===== config.mk =====
export PLATFORM = sky130hd
export DESIGN_NAME = fir_accel_top
export DESIGN_NICKNAME = d
export VERILOG_FILES = /design/src/rtl/fir_pkg.sv /design/src/rtl/fir_dpram.sv /design/src/rtl/fir_accel_top.sv
export SDC_FILE = /design/constraint.sdc
export NUM_CORES = 1
export LEC_CHECK = 0
export ABC_CLOCK_PERIOD_IN_PS = 5800
export BUFFER_PORTS_ARGS = -buffer_cell sky130_fd_sc_hd__buf_2
export CORE_MARGIN = 3
export CORE_UTILIZATION = 36
export CTS_CLUSTER_SIZE = 16
export DETAILED_ROUTE_END_ITERATION = 8
export PLACE_DENSITY = 0.55
export RECOVER_POWER = 100
export REMOVE_ABC_BUFFERS = 1
export SETUP_SLACK_MARGIN = 0.15
export SYNTH_ARGS = -nofsm -noshare
export SYNTH_HDL_FRONTEND = slang
export SYNTH_SLANG_ARGS = --single-unit

===== constraint.sdc =====
create_clock -name clk -period 5.8 [get_ports clk]
set_input_delay 0.29 -clock clk [delete_from_list [all_inputs] [get_ports clk]]
set_output_delay 0.29 -clock clk [all_outputs]
set_load 0.005 [all_outputs]

===== src/rtl/fir_pkg.sv =====
// Shared constants, coefficient table, FSM encodings and arithmetic helpers for the FIR accelerator.
// The optional pipelined engine is built only when PIPE_ENGINE_EN is defined (see fir_accel_top).
package fir_pkg;

    localparam int NUM_TAPS         = 4;
    localparam int TAP_W            = 2;
    localparam int DEF_SAMPLE_COUNT = 100;
    localparam int DEF_INPUT_ADDR   = 0;
    localparam int DEF_OUTPUT_ADDR  = 512;
    localparam int MEM_ADDR_W       = 10;
    localparam int SAMPLE_W         = 8;
    localparam int ACC_W            = 18;
    localparam int SHIFT            = 7;

    localparam logic signed [ACC_W-1:0] COEFFS [NUM_TAPS] = '{18'sd16, 18'sd48, 18'sd48, 18'sd16};
    localparam logic signed [ACC_W-1:0] SAT_MAX = 18'sd127;
    localparam logic signed [ACC_W-1:0] SAT_MIN = -18'sd128;

    typedef enum logic [3:0] {
        NP_IDLE    = 4'd0,
        NP_ADDR    = 4'd1,
        NP_CAPTURE = 4'd2,
        NP_SCALE   = 4'd3,
        NP_WRITE   = 4'd4,
        NP_NEXT    = 4'd5,
        NP_DONE    = 4'd6
    } np_state_t;

    typedef enum logic [2:0] {
        P_IDLE  = 3'd0,
        P_RUN   = 3'd1,
        P_DRAIN = 3'd2,
        P_DONE  = 3'd3
    } p_state_t;

    function automatic logic signed [ACC_W-1:0] tap_product(input logic [SAMPLE_W-1:0] sample,
                                                            input logic signed [ACC_W-1:0] coeff);
        logic signed [ACC_W-1:0] wide;
        wide = {{(ACC_W-SAMPLE_W){sample[SAMPLE_W-1]}}, sample};
        return wide * coeff;
    endfunction

    // Arithmetic shift floors toward minus infinity before clamping to the sample range.
    function automatic logic [SAMPLE_W-1:0] scale_sat(input logic signed [ACC_W-1:0] acc);
        logic signed [ACC_W-1:0] shifted;
        shifted = acc >>> SHIFT;
        if (shifted > SAT_MAX) begin
            return SAT_MAX[SAMPLE_W-1:0];
        end
        if (shifted < SAT_MIN) begin
            return SAT_MIN[SAMPLE_W-1:0];
        end
        return shifted[SAMPLE_W-1:0];
    endfunction

endpackage


===== src/rtl/fir_dpram.sv =====
// True dual-port sample RAM: independent synchronous write and registered read on ports A and B.
module fir_dpram
    import fir_pkg::*;
#(
    parameter int ADDR_W = MEM_ADDR_W,
    parameter int DATA_W = SAMPLE_W
) (
    input  logic              clk,
    input  logic [ADDR_W-1:0] addr_a,
    input  logic              we_a,
    input  logic [DATA_W-1:0] data_in_a,
    output logic [DATA_W-1:0] data_out_a,
    input  logic [ADDR_W-1:0] addr_b,
    input  logic              we_b,
    input  logic [DATA_W-1:0] data_in_b,
    output logic [DATA_W-1:0] data_out_b
);

    logic [DATA_W-1:0] mem [2**ADDR_W];

    always_ff @(posedge clk) begin
        if (we_a) begin
            mem[addr_a] <= data_in_a;
        end
        if (we_b) begin
            mem[addr_b] <= data_in_b;
        end
        data_out_a <= mem[addr_a];
        data_out_b <= mem[addr_b];
    end

endmodule


===== src/rtl/fir_accel_top.sv =====
// FIR accelerator: multi-cycle and (with PIPE_ENGINE_EN) pipelined engines filter the input region of
// an internal dual-port RAM into its output region; cycle_count measures each run.
module fir_accel_top
    import fir_pkg::*;
#(
    parameter int SAMPLE_COUNT = DEF_SAMPLE_COUNT,
    parameter int INPUT_ADDR   = DEF_INPUT_ADDR,
    parameter int OUTPUT_ADDR  = DEF_OUTPUT_ADDR,
    parameter int ADDR_W       = MEM_ADDR_W,
    parameter int DATA_W       = SAMPLE_W
) (
    input  logic        clk,
    input  logic        rst,
    input  logic        start,
    input  logic        sel_pipelined,
    output logic        done,
    output logic [31:0] cycle_count
);

    localparam logic [ADDR_W-1:0] IN_BASE  = ADDR_W'(INPUT_ADDR);
    localparam logic [ADDR_W-1:0] OUT_BASE = ADDR_W'(OUTPUT_ADDR);
    localparam logic [ADDR_W-1:0] LAST_IDX = ADDR_W'(SAMPLE_COUNT - 1);

    logic [ADDR_W-1:0] addr_a, addr_b;
    logic              we_b;
    logic [DATA_W-1:0] data_in_b, data_out_a, unused_dout_b;

    np_state_t non_pipe_state, non_pipe_state_next;
    p_state_t  pipe_state;

    logic        accept, launch_np, finish;
    logic        done_reg, run_active_reg;
    logic [31:0] count_reg;

    logic [ADDR_W-1:0] np_rd_addr, p_rd_addr, p_wr_addr;
    logic              p_we;
    logic [DATA_W-1:0] p_din;

    assign accept = start && (((non_pipe_state == NP_IDLE) && (pipe_state == P_IDLE)) || done_reg);
    assign finish = (non_pipe_state == NP_DONE) || (pipe_state == P_DONE);
    assign done        = done_reg;
    assign cycle_count = count_reg;

    always_ff @(posedge clk or negedge rst) begin
        if (!rst) begin
            done_reg       <= 1'b0;
            count_reg      <= '0;
            run_active_reg <= 1'b0;
        end else if (accept) begin
            done_reg       <= 1'b0;
            count_reg      <= '0;
            run_active_reg <= 1'b1;
        end else if (run_active_reg) begin
            count_reg <= count_reg + 32'd1;
            if (finish) begin
                done_reg       <= 1'b1;
                run_active_reg <= 1'b0;
            end
        end
    end

    // ---------------- non-pipelined engine ----------------
    logic [ADDR_W-1:0]       np_idx_reg;
    logic [TAP_W-1:0]        np_tap_reg;
    logic signed [ACC_W-1:0] np_acc_reg;
    logic [DATA_W-1:0]       np_result_reg;
    logic                    np_tap_valid;

    assign np_rd_addr   = IN_BASE + np_idx_reg - ADDR_W'(np_tap_reg);
    assign np_tap_valid = ADDR_W'(np_tap_reg) <= np_idx_reg;

    always_ff @(posedge clk or negedge rst) begin
        if (!rst) begin
            non_pipe_state <= NP_IDLE;
        end else begin
            non_pipe_state <= non_pipe_state_next;
        end
    end

    // NP_NEXT is a single wind-down cycle after the final write, before DONE raises done.
    always_comb begin
        non_pipe_state_next = non_pipe_state;
        case (non_pipe_state)
            NP_IDLE:    if (launch_np) non_pipe_state_next = NP_ADDR;
            NP_ADDR:    non_pipe_state_next = NP_CAPTURE;
            NP_CAPTURE: non_pipe_state_next = (np_tap_reg == TAP_W'(NUM_TAPS - 1)) ? NP_SCALE : NP_ADDR;
            NP_SCALE:   non_pipe_state_next = NP_WRITE;
            NP_WRITE:   non_pipe_state_next = (np_idx_reg == LAST_IDX) ? NP_NEXT : NP_ADDR;
            NP_NEXT:    non_pipe_state_next = NP_DONE;
            NP_DONE:    non_pipe_state_next = NP_IDLE;
            default:    non_pipe_state_next = NP_IDLE;
        endcase
    end

    always_ff @(posedge clk or negedge rst) begin
        if (!rst) begin
            np_idx_reg    <= '0;
            np_tap_reg    <= '0;
            np_acc_reg    <= '0;
            np_result_reg <= '0;
        end else begin
            case (non_pipe_state)
                NP_IDLE: begin
                    if (launch_np) begin
                        np_idx_reg <= '0;
                        np_tap_reg <= '0;
                        np_acc_reg <= '0;
                    end
                end
                NP_CAPTURE: begin
                    if (np_tap_valid) begin
                        np_acc_reg <= np_acc_reg + tap_product(data_out_a, COEFFS[np_tap_reg]);
                    end
                    np_tap_reg <= np_tap_reg + 1'b1;
                end
                NP_SCALE: np_result_reg <= scale_sat(np_acc_reg);
                NP_WRITE: begin
                    np_idx_reg <= np_idx_reg + 1'b1;
                    np_acc_reg <= '0;
                end
                default: ;
            endcase
        end
    end

    // ---------------- pipelined engine ----------------
`ifdef PIPE_ENGINE_EN
    p_state_t                pipe_state_next;
    logic                    launch_p, p_issue;
    logic [ADDR_W-1:0]       p_issue_idx_reg, p_wr_idx_reg;
    logic                    p_s1_valid_reg, p_s2_valid_reg;
    logic [DATA_W-1:0]       p_hist_reg [NUM_TAPS-1];
    logic [DATA_W-1:0]       p_window [NUM_TAPS];
    logic [DATA_W-1:0]       p_mac_reg;
    logic signed [ACC_W-1:0] p_sum;

    assign launch_np = accept && !sel_pipelined;
    assign launch_p  = accept && sel_pipelined;
    assign p_issue   = (pipe_state == P_RUN);
    assign p_rd_addr = IN_BASE + p_issue_idx_reg;
    assign p_wr_addr = OUT_BASE + p_wr_idx_reg;
    assign p_we      = p_s2_valid_reg;
    assign p_din     = p_mac_reg;

    // Window: the sample just read, then the three older samples from history.
    assign p_window[0] = data_out_a;
    for (genvar gi = 1; gi < NUM_TAPS; gi++) begin : g_window
        assign p_window[gi] = p_hist_reg[gi-1];
    end

    always_comb begin
        p_sum = '0;
        for (int t = 0; t < NUM_TAPS; t++) begin
            p_sum = p_sum + tap_product(p_window[t], COEFFS[t]);
        end
    end

    always_ff @(posedge clk or negedge rst) begin
        if (!rst) begin
            pipe_state <= P_IDLE;
        end else begin
            pipe_state <= pipe_state_next;
        end
    end

    always_comb begin
        pipe_state_next = pipe_state;
        case (pipe_state)
            P_IDLE:  if (launch_p) pipe_state_next = P_RUN;
            P_RUN:   if (p_issue_idx_reg == LAST_IDX) pipe_state_next = P_DRAIN;
            P_DRAIN: if (!p_s1_valid_reg && !p_s2_valid_reg) pipe_state_next = P_DONE;
            P_DONE:  pipe_state_next = P_IDLE;
            default: pipe_state_next = P_IDLE;
        endcase
    end

    always_ff @(posedge clk or negedge rst) begin
        if (!rst) begin
            p_issue_idx_reg <= '0;
            p_wr_idx_reg    <= '0;
            p_s1_valid_reg  <= 1'b0;
            p_s2_valid_reg  <= 1'b0;
            p_mac_reg       <= '0;
            for (int i = 0; i < NUM_TAPS - 1; i++) p_hist_reg[i] <= '0;
        end else begin
            p_s1_valid_reg <= p_issue;
            p_s2_valid_reg <= p_s1_valid_reg;
            if (launch_p) begin
                p_issue_idx_reg <= '0;
                p_wr_idx_reg    <= '0;
                for (int i = 0; i < NUM_TAPS - 1; i++) p_hist_reg[i] <= '0;
            end else begin
                if (p_issue) p_issue_idx_reg <= p_issue_idx_reg + 1'b1;
                if (p_s2_valid_reg) p_wr_idx_reg <= p_wr_idx_reg + 1'b1;
                if (p_s1_valid_reg) begin
                    p_mac_reg     <= scale_sat(p_sum);
                    p_hist_reg[0] <= data_out_a;
                    for (int i = 1; i < NUM_TAPS - 1; i++) p_hist_reg[i] <= p_hist_reg[i-1];
                end
            end
        end
    end
`else
    logic unused_sel;
    assign unused_sel = sel_pipelined;
    assign launch_np  = accept;
    assign pipe_state = P_IDLE;
    assign p_rd_addr  = '0;
    assign p_wr_addr  = '0;
    assign p_we       = 1'b0;
    assign p_din      = '0;
`endif

    // Engines only read on port A; its write side stays free for external loading.
    assign addr_a    = (non_pipe_state != NP_IDLE) ? np_rd_addr : p_rd_addr;
    assign we_b      = (non_pipe_state == NP_WRITE) || p_we;
    assign addr_b    = p_we ? p_wr_addr : (OUT_BASE + np_idx_reg);
    assign data_in_b = p_we ? p_din : np_result_reg;

    fir_dpram #(
        .ADDR_W(ADDR_W),
        .DATA_W(DATA_W)
    ) memory (
        .clk        (clk),
        .addr_a     (addr_a),
        .we_a       (1'b0),
        .data_in_a  ('0),
        .data_out_a (data_out_a),
        .addr_b     (addr_b),
        .we_b       (we_b),
        .data_in_b  (data_in_b),
        .data_out_b (unused_dout_b)
    );

endmodule


# Word-level counts from Yosys, hierarchy flattened
# Cells that the tools add are included.
totals:
  regBits: 50
  inputBits: 4
  output_inout_bits: 33
  word_cells: 44
op_classes:
  n_addsub: 3
  n_eq_ne: 9
  muxes: 16
  reduce_logical: 10
op_table:
  columns: ["op", "n"]
  rows:
  - ["two-way mux 32 bit", 2]
  - ["adder 32 x 1 -> 32 bit, second input constant", 1]
  - ["case mux 4 bit (6 select lines)", 1]
  - ["case mux 10 bit (2 select lines)", 1]
  - ["equality test 4 x 3 -> 1 bit, second input constant", 3]
  - ["adder 10 x 1 -> 10 bit, second input constant", 1]
  - ["equality test 10 x 7 -> 1 bit, second input constant", 1]
  - ["two-way mux 10 bit", 1]
  - ["equality test 4 x 2 -> 1 bit, second input constant", 2]
  - ["nonzero test 2 bit", 4]
  - ["two-way mux 1 bit", 6]
  - ["AND reduction 2 bit", 3]
  - ["equality test 4 x 1 -> 1 bit, second input constant", 1]
  - ["logical NOT 4 bit", 1]
  - ["two-way mux 2 bit", 2]
  - ["two-way mux 4 bit", 1]
  - ["case mux 2 bit (2 select lines)", 1]
  - ["two-way mux 3 bit", 1]
  - ["adder 2 x 1 -> 2 bit, second input constant", 1]
  - ["equality test 2 bit, second input constant", 1]
  - ["inequality test 2 bit, second input constant", 1]
  - ["logical AND 1 bit", 1]
  - ["logical OR 1 bit", 1]

# Longest topological paths before layout
depth:
  word_depth: 5
  ltp_mapped: 6
  depth_no_buf: 5

# Least setup slack after synthesis
# OpenSTA, ideal clock, no wires.
synth_path:
  path_kind: "register to register"
  startpoint: "reg count_reg[0], in the netlist cycle_count[0]"
  endpoint: "reg count_reg[26], in the netlist cycle_count[26]"
  setup_time_ns: 0.078
  t_arrival_ns: 1.917
  required_ns: 5.722
  setup_slack_ns: 3.805
  path_stages_with_launch: 7
  n_path_buf: 1
  synth_period_minus_slack_ns: 1.995
  cell_sequence: "dfrtp_1 > ha_1 > nand3_1 > or4_1 > clkbuf_1 > or4_1 > a21oi_1"
synth_via:
  elab_chain_cells: 3
synth_lines:
  columns: ["element", "line_no", "source"]
  rows:
  - ["from (decl)", "fir_accel_top.sv:33", "logic [31:0] count_reg;"]
  - ["from (signal assigned)", "fir_accel_top.sv:54", "count_reg <= count_reg + 32'd1;"]
  - ["adder 32 x 1 -> 32 bit", "fir_accel_top.sv:54", null]
  - ["two-way mux 32 bit", "fir_accel_top.sv:53", "end else if (run_active_reg) begin"]
  - ["two-way mux 32 bit", "fir_accel_top.sv:49", "end else if (accept) begin"]
# No other way between the ends. The select of a mux whose other input is x is not followed.
# A chain may end at the register's enable or synchronous reset.

==> results.sh <==
export IMPL_outcome="finished, violations left"
export IMPL_violations="capacitance limit, slew limit"
export IMPL_crit_type="in2async"
export IMPL_grt_usage=0.146
export IMPL_r2r_end="cycle_count[0]"
export IMPL_layout_nets=302
export IMPL_pwr_share_clk=0.249
export IMPL_drc=0
export IMPL_drt_iter0_drc=155
export IMPL_cpPeakStageDelay_ps=1910
export IMPL_period_minus_slack_ps=2480
export IMPL_synth_area_leaders="dfrtp_1 (49%), or4_1 (5.7%), o31ai_1 (4.8%), nand2_1 (4.2%), a21oi_1 (4.0%)"
export IMPL_fin_crit_sh=0.428
export IMPL_slew_headroom=-0.815
export IMPL_boundaryPins=37
export IMPL_max_vdd_ir_drop_mv=0.177
export IMPL_n_fill_cell=666
export IMPL_fmax_mhz=403
export IMPL_worstPathCellList="buf_2, clkbuf_1"
export IMPL_first_pass_iters=4
export IMPL_path_clk_slew_ps=90
export IMPL_power_switching_w=0.000300
export IMPL_yosysUniqueCellTypes=35
export IMPL_drive_above_1_share=0.0845
export IMPL_yosysSeqAreaShare=0.494
export IMPL_core_area_sq_um=6530
export IMPL_finalSetupViolCount=0
export IMPL_grt_setup_unrepaired="false"
export IMPL_ys_flop_type="dfrtp_1"
export IMPL_worstHoldPathCells=2
export IMPL_place_gp_congestion=0.780
export IMPL_hp_class="in2reg"
export IMPL_grt_max_degree=50
export IMPL_ant_nets=0
export IMPL_cts_tree="done"
export IMPL_synthTopCellsByCount="dfrtp_1 (49), nand2_1 (28), a21oi_1 (20), nand3_1 (20), or4_1 (19)"
export IMPL_synth_area_sq_um=2480
export IMPL_regArea_sq_um=1230
export IMPL_wl_per_cell_microns=15.0
export IMPL_hold_slack_ps=269
export IMPL_worstMarginPinSlew_ps=2720
export IMPL_ys_ff_latch=49
export IMPL_yosysMostFrequentCell="dfrtp_1"
export IMPL_endpoint_kind="async pin"
export IMPL_p_int_w=0.000534
export IMPL_synth_edf_count=0
export IMPL_placed_cell_area_sq_um=2720
export IMPL_combinationalPowerShare=0.223
export IMPL_n_antenna_cell=0
export IMPL_hold_viol=0
export IMPL_antenna_found_initial=0
export IMPL_start_util=0.380
export IMPL_r2r_start="non_pipe_state[1]"
export IMPL_vias=2148
export IMPL_required_ps=5640
export IMPL_port_buffers=35
export IMPL_arrival_ps=2320
export IMPL_hp_start="start"
export IMPL_overflow=0
export IMPL_grt_pass1_vias=1918
export IMPL_grt_pass1_wl_microns=9070
export IMPL_synthArstFlopShare=1.00
export IMPL_skew_ps=14.7
export IMPL_worst_path_buf_inv=2
export IMPL_worst_path_max_delay_cell="clkbuf_1"
export IMPL_power_share_sequential=0.528
export IMPL_design_area_sq_um=2770
export IMPL_vias_per_cell=5.76
export IMPL_htreeDepth=2
export IMPL_cts_sinks=49
export IMPL_cp_max_fo=49
export IMPL_p_sw_frac=0.360
export IMPL_die_area_sq_um=7920
export IMPL_post_route_util=0.425
export IMPL_root_buffer="clkbuf_8"
export IMPL_routed_wl_microns=5600
export IMPL_multi_input_area_sq_um=1180
export IMPL_dpl_hpwl_microns=3640
export IMPL_avgSynthCellArea_sq_um=9.43
export IMPL_r2r_worst_path_cells=3
export IMPL_largest_reg_flops=32
export IMPL_yosysWarnings=0
export IMPL_min_to="np_idx_reg[8]"
export IMPL_max_cap_violations=1
export IMPL_yosys_area_top_type="dfrtp_1"
export IMPL_setup_tns_final_ps=0
export IMPL_synth_top_area_share=0.494
export IMPL_maxSlewViolCount=50
export IMPL_cts_hold_buf=0
export IMPL_post_cts_buffers=0
export IMPL_worst_r2r_setup_slack_ps=3570
export IMPL_synthCells=263
export IMPL_critPathLaunchType="primary input"
export IMPL_postCtsResizedCells=0
export IMPL_cp_top_family="buffers and inverters"
export IMPL_rows=29
export IMPL_p_leak_nw=1.12
export IMPL_dieHeight_microns=89.0
export IMPL_die_w_microns=89.0
export IMPL_numCtsBuffers=5
export IMPL_power_density_nw_per_um2=301
export IMPL_cts_buffer_depth=2
export IMPL_area_growth_synth_to_final_pct=11.7
export IMPL_insertion_delay_ps=310
[metrics by stage]
step | setup WS [ps] | instances | power (W)
6_report | 3320 | 373 | 0.000834
5_1_grt | 2760 | 373 | 0.000896
2_1_floorplan | 3600 | 251 | 0.000565
4_1_cts | 3490 | 373 | 0.000850
3_5_place_dp | 3500 | 365 | 0.000640
3_3_place_gp | 3530 | 365 | 0.000636
[metal layers]
metal,share of wire,track usage,vias up
li1,-,-,1050
met1,0.48,0.192,1050
met2,0.46,0.238,41
met3,0.038,0.0286,7
met4,0.016,0.0568,0
met5,0,0,-
[cell usage in the layout (no fill, tap or decap), drive strengths merged, types with 2 or more instances in the layout]
| cell | instances |
|---|---|
| buf | 15 |
| or3 | 5 |
| xor2 | 7 |
| o22ai | 2 |
| and3 | 3 |
| nand4 | 7 |
| o31ai | 16 |
| a21oi | 20 |
| o21ai | 17 |
| clkbuf | 28 |
| nor2 | 15 |
| nand2 | 28 |
| nand3 | 21 |
| and4 | 5 |
| nor4 | 6 |
| dfrtp | 49 |
| inv | 7 |
| xnor2 | 8 |
| or4 | 19 |
| nor3 | 2 |
| ha | 3 |
[area by class of cell]
class                      instances  share of cell area
clock buffer                       6              0.0262
clock inverter                     2             0.00496
inverter                           6             0.00812
multi-input combinational        196               0.426
sequential                        49               0.442
tap                               77              0.0347
timing repair buffer              37              0.0578
[power groups by stage]
stage | Combinational, W | Sequential, W | Clock (W)
6_report | 0.000186 | 0.000441 | 0.000207
5_1_grt | 0.000218 | 0.000451 | 0.000228
4_1_cts | 0.000194 | 0.000440 | 0.000216
3_5_place_dp | 0.000193 | 0.000447 | 0
3_3_place_gp | 0.000190 | 0.000447 | 0
2_1_floorplan | 0.000129 | 0.000436 | 0
[worst max path at each step]
stage                      endpoint  cells after the start  slack (ps)              start
finish                np_idx_reg[2]                      2        3320                rst
floorplan           cycle_count[17]                      4        3600     cycle_count[9]
detailed placement   cycle_count[0]                      3        3500  non_pipe_state[1]
global placement     cycle_count[1]                      3        3530  non_pipe_state[1]
global route          np_idx_reg[2]                      2        2760                rst
CTS                  cycle_count[0]                      3        3490  non_pipe_state[1]
[logic make-up after synthesis]
logic type               Yosys count  synth area share
AND/OR/NAND/NOR                  115             0.253
AO/OA/AOI/OAI                     62             0.151
flip-flops                        49             0.494
buffers and inverters             18            0.0298
XOR/XNOR                          15            0.0530
adder cells (fa/ha/maj)            3            0.0151
multiplexers                       1           0.00403
(Power assumes the default switching activity.)
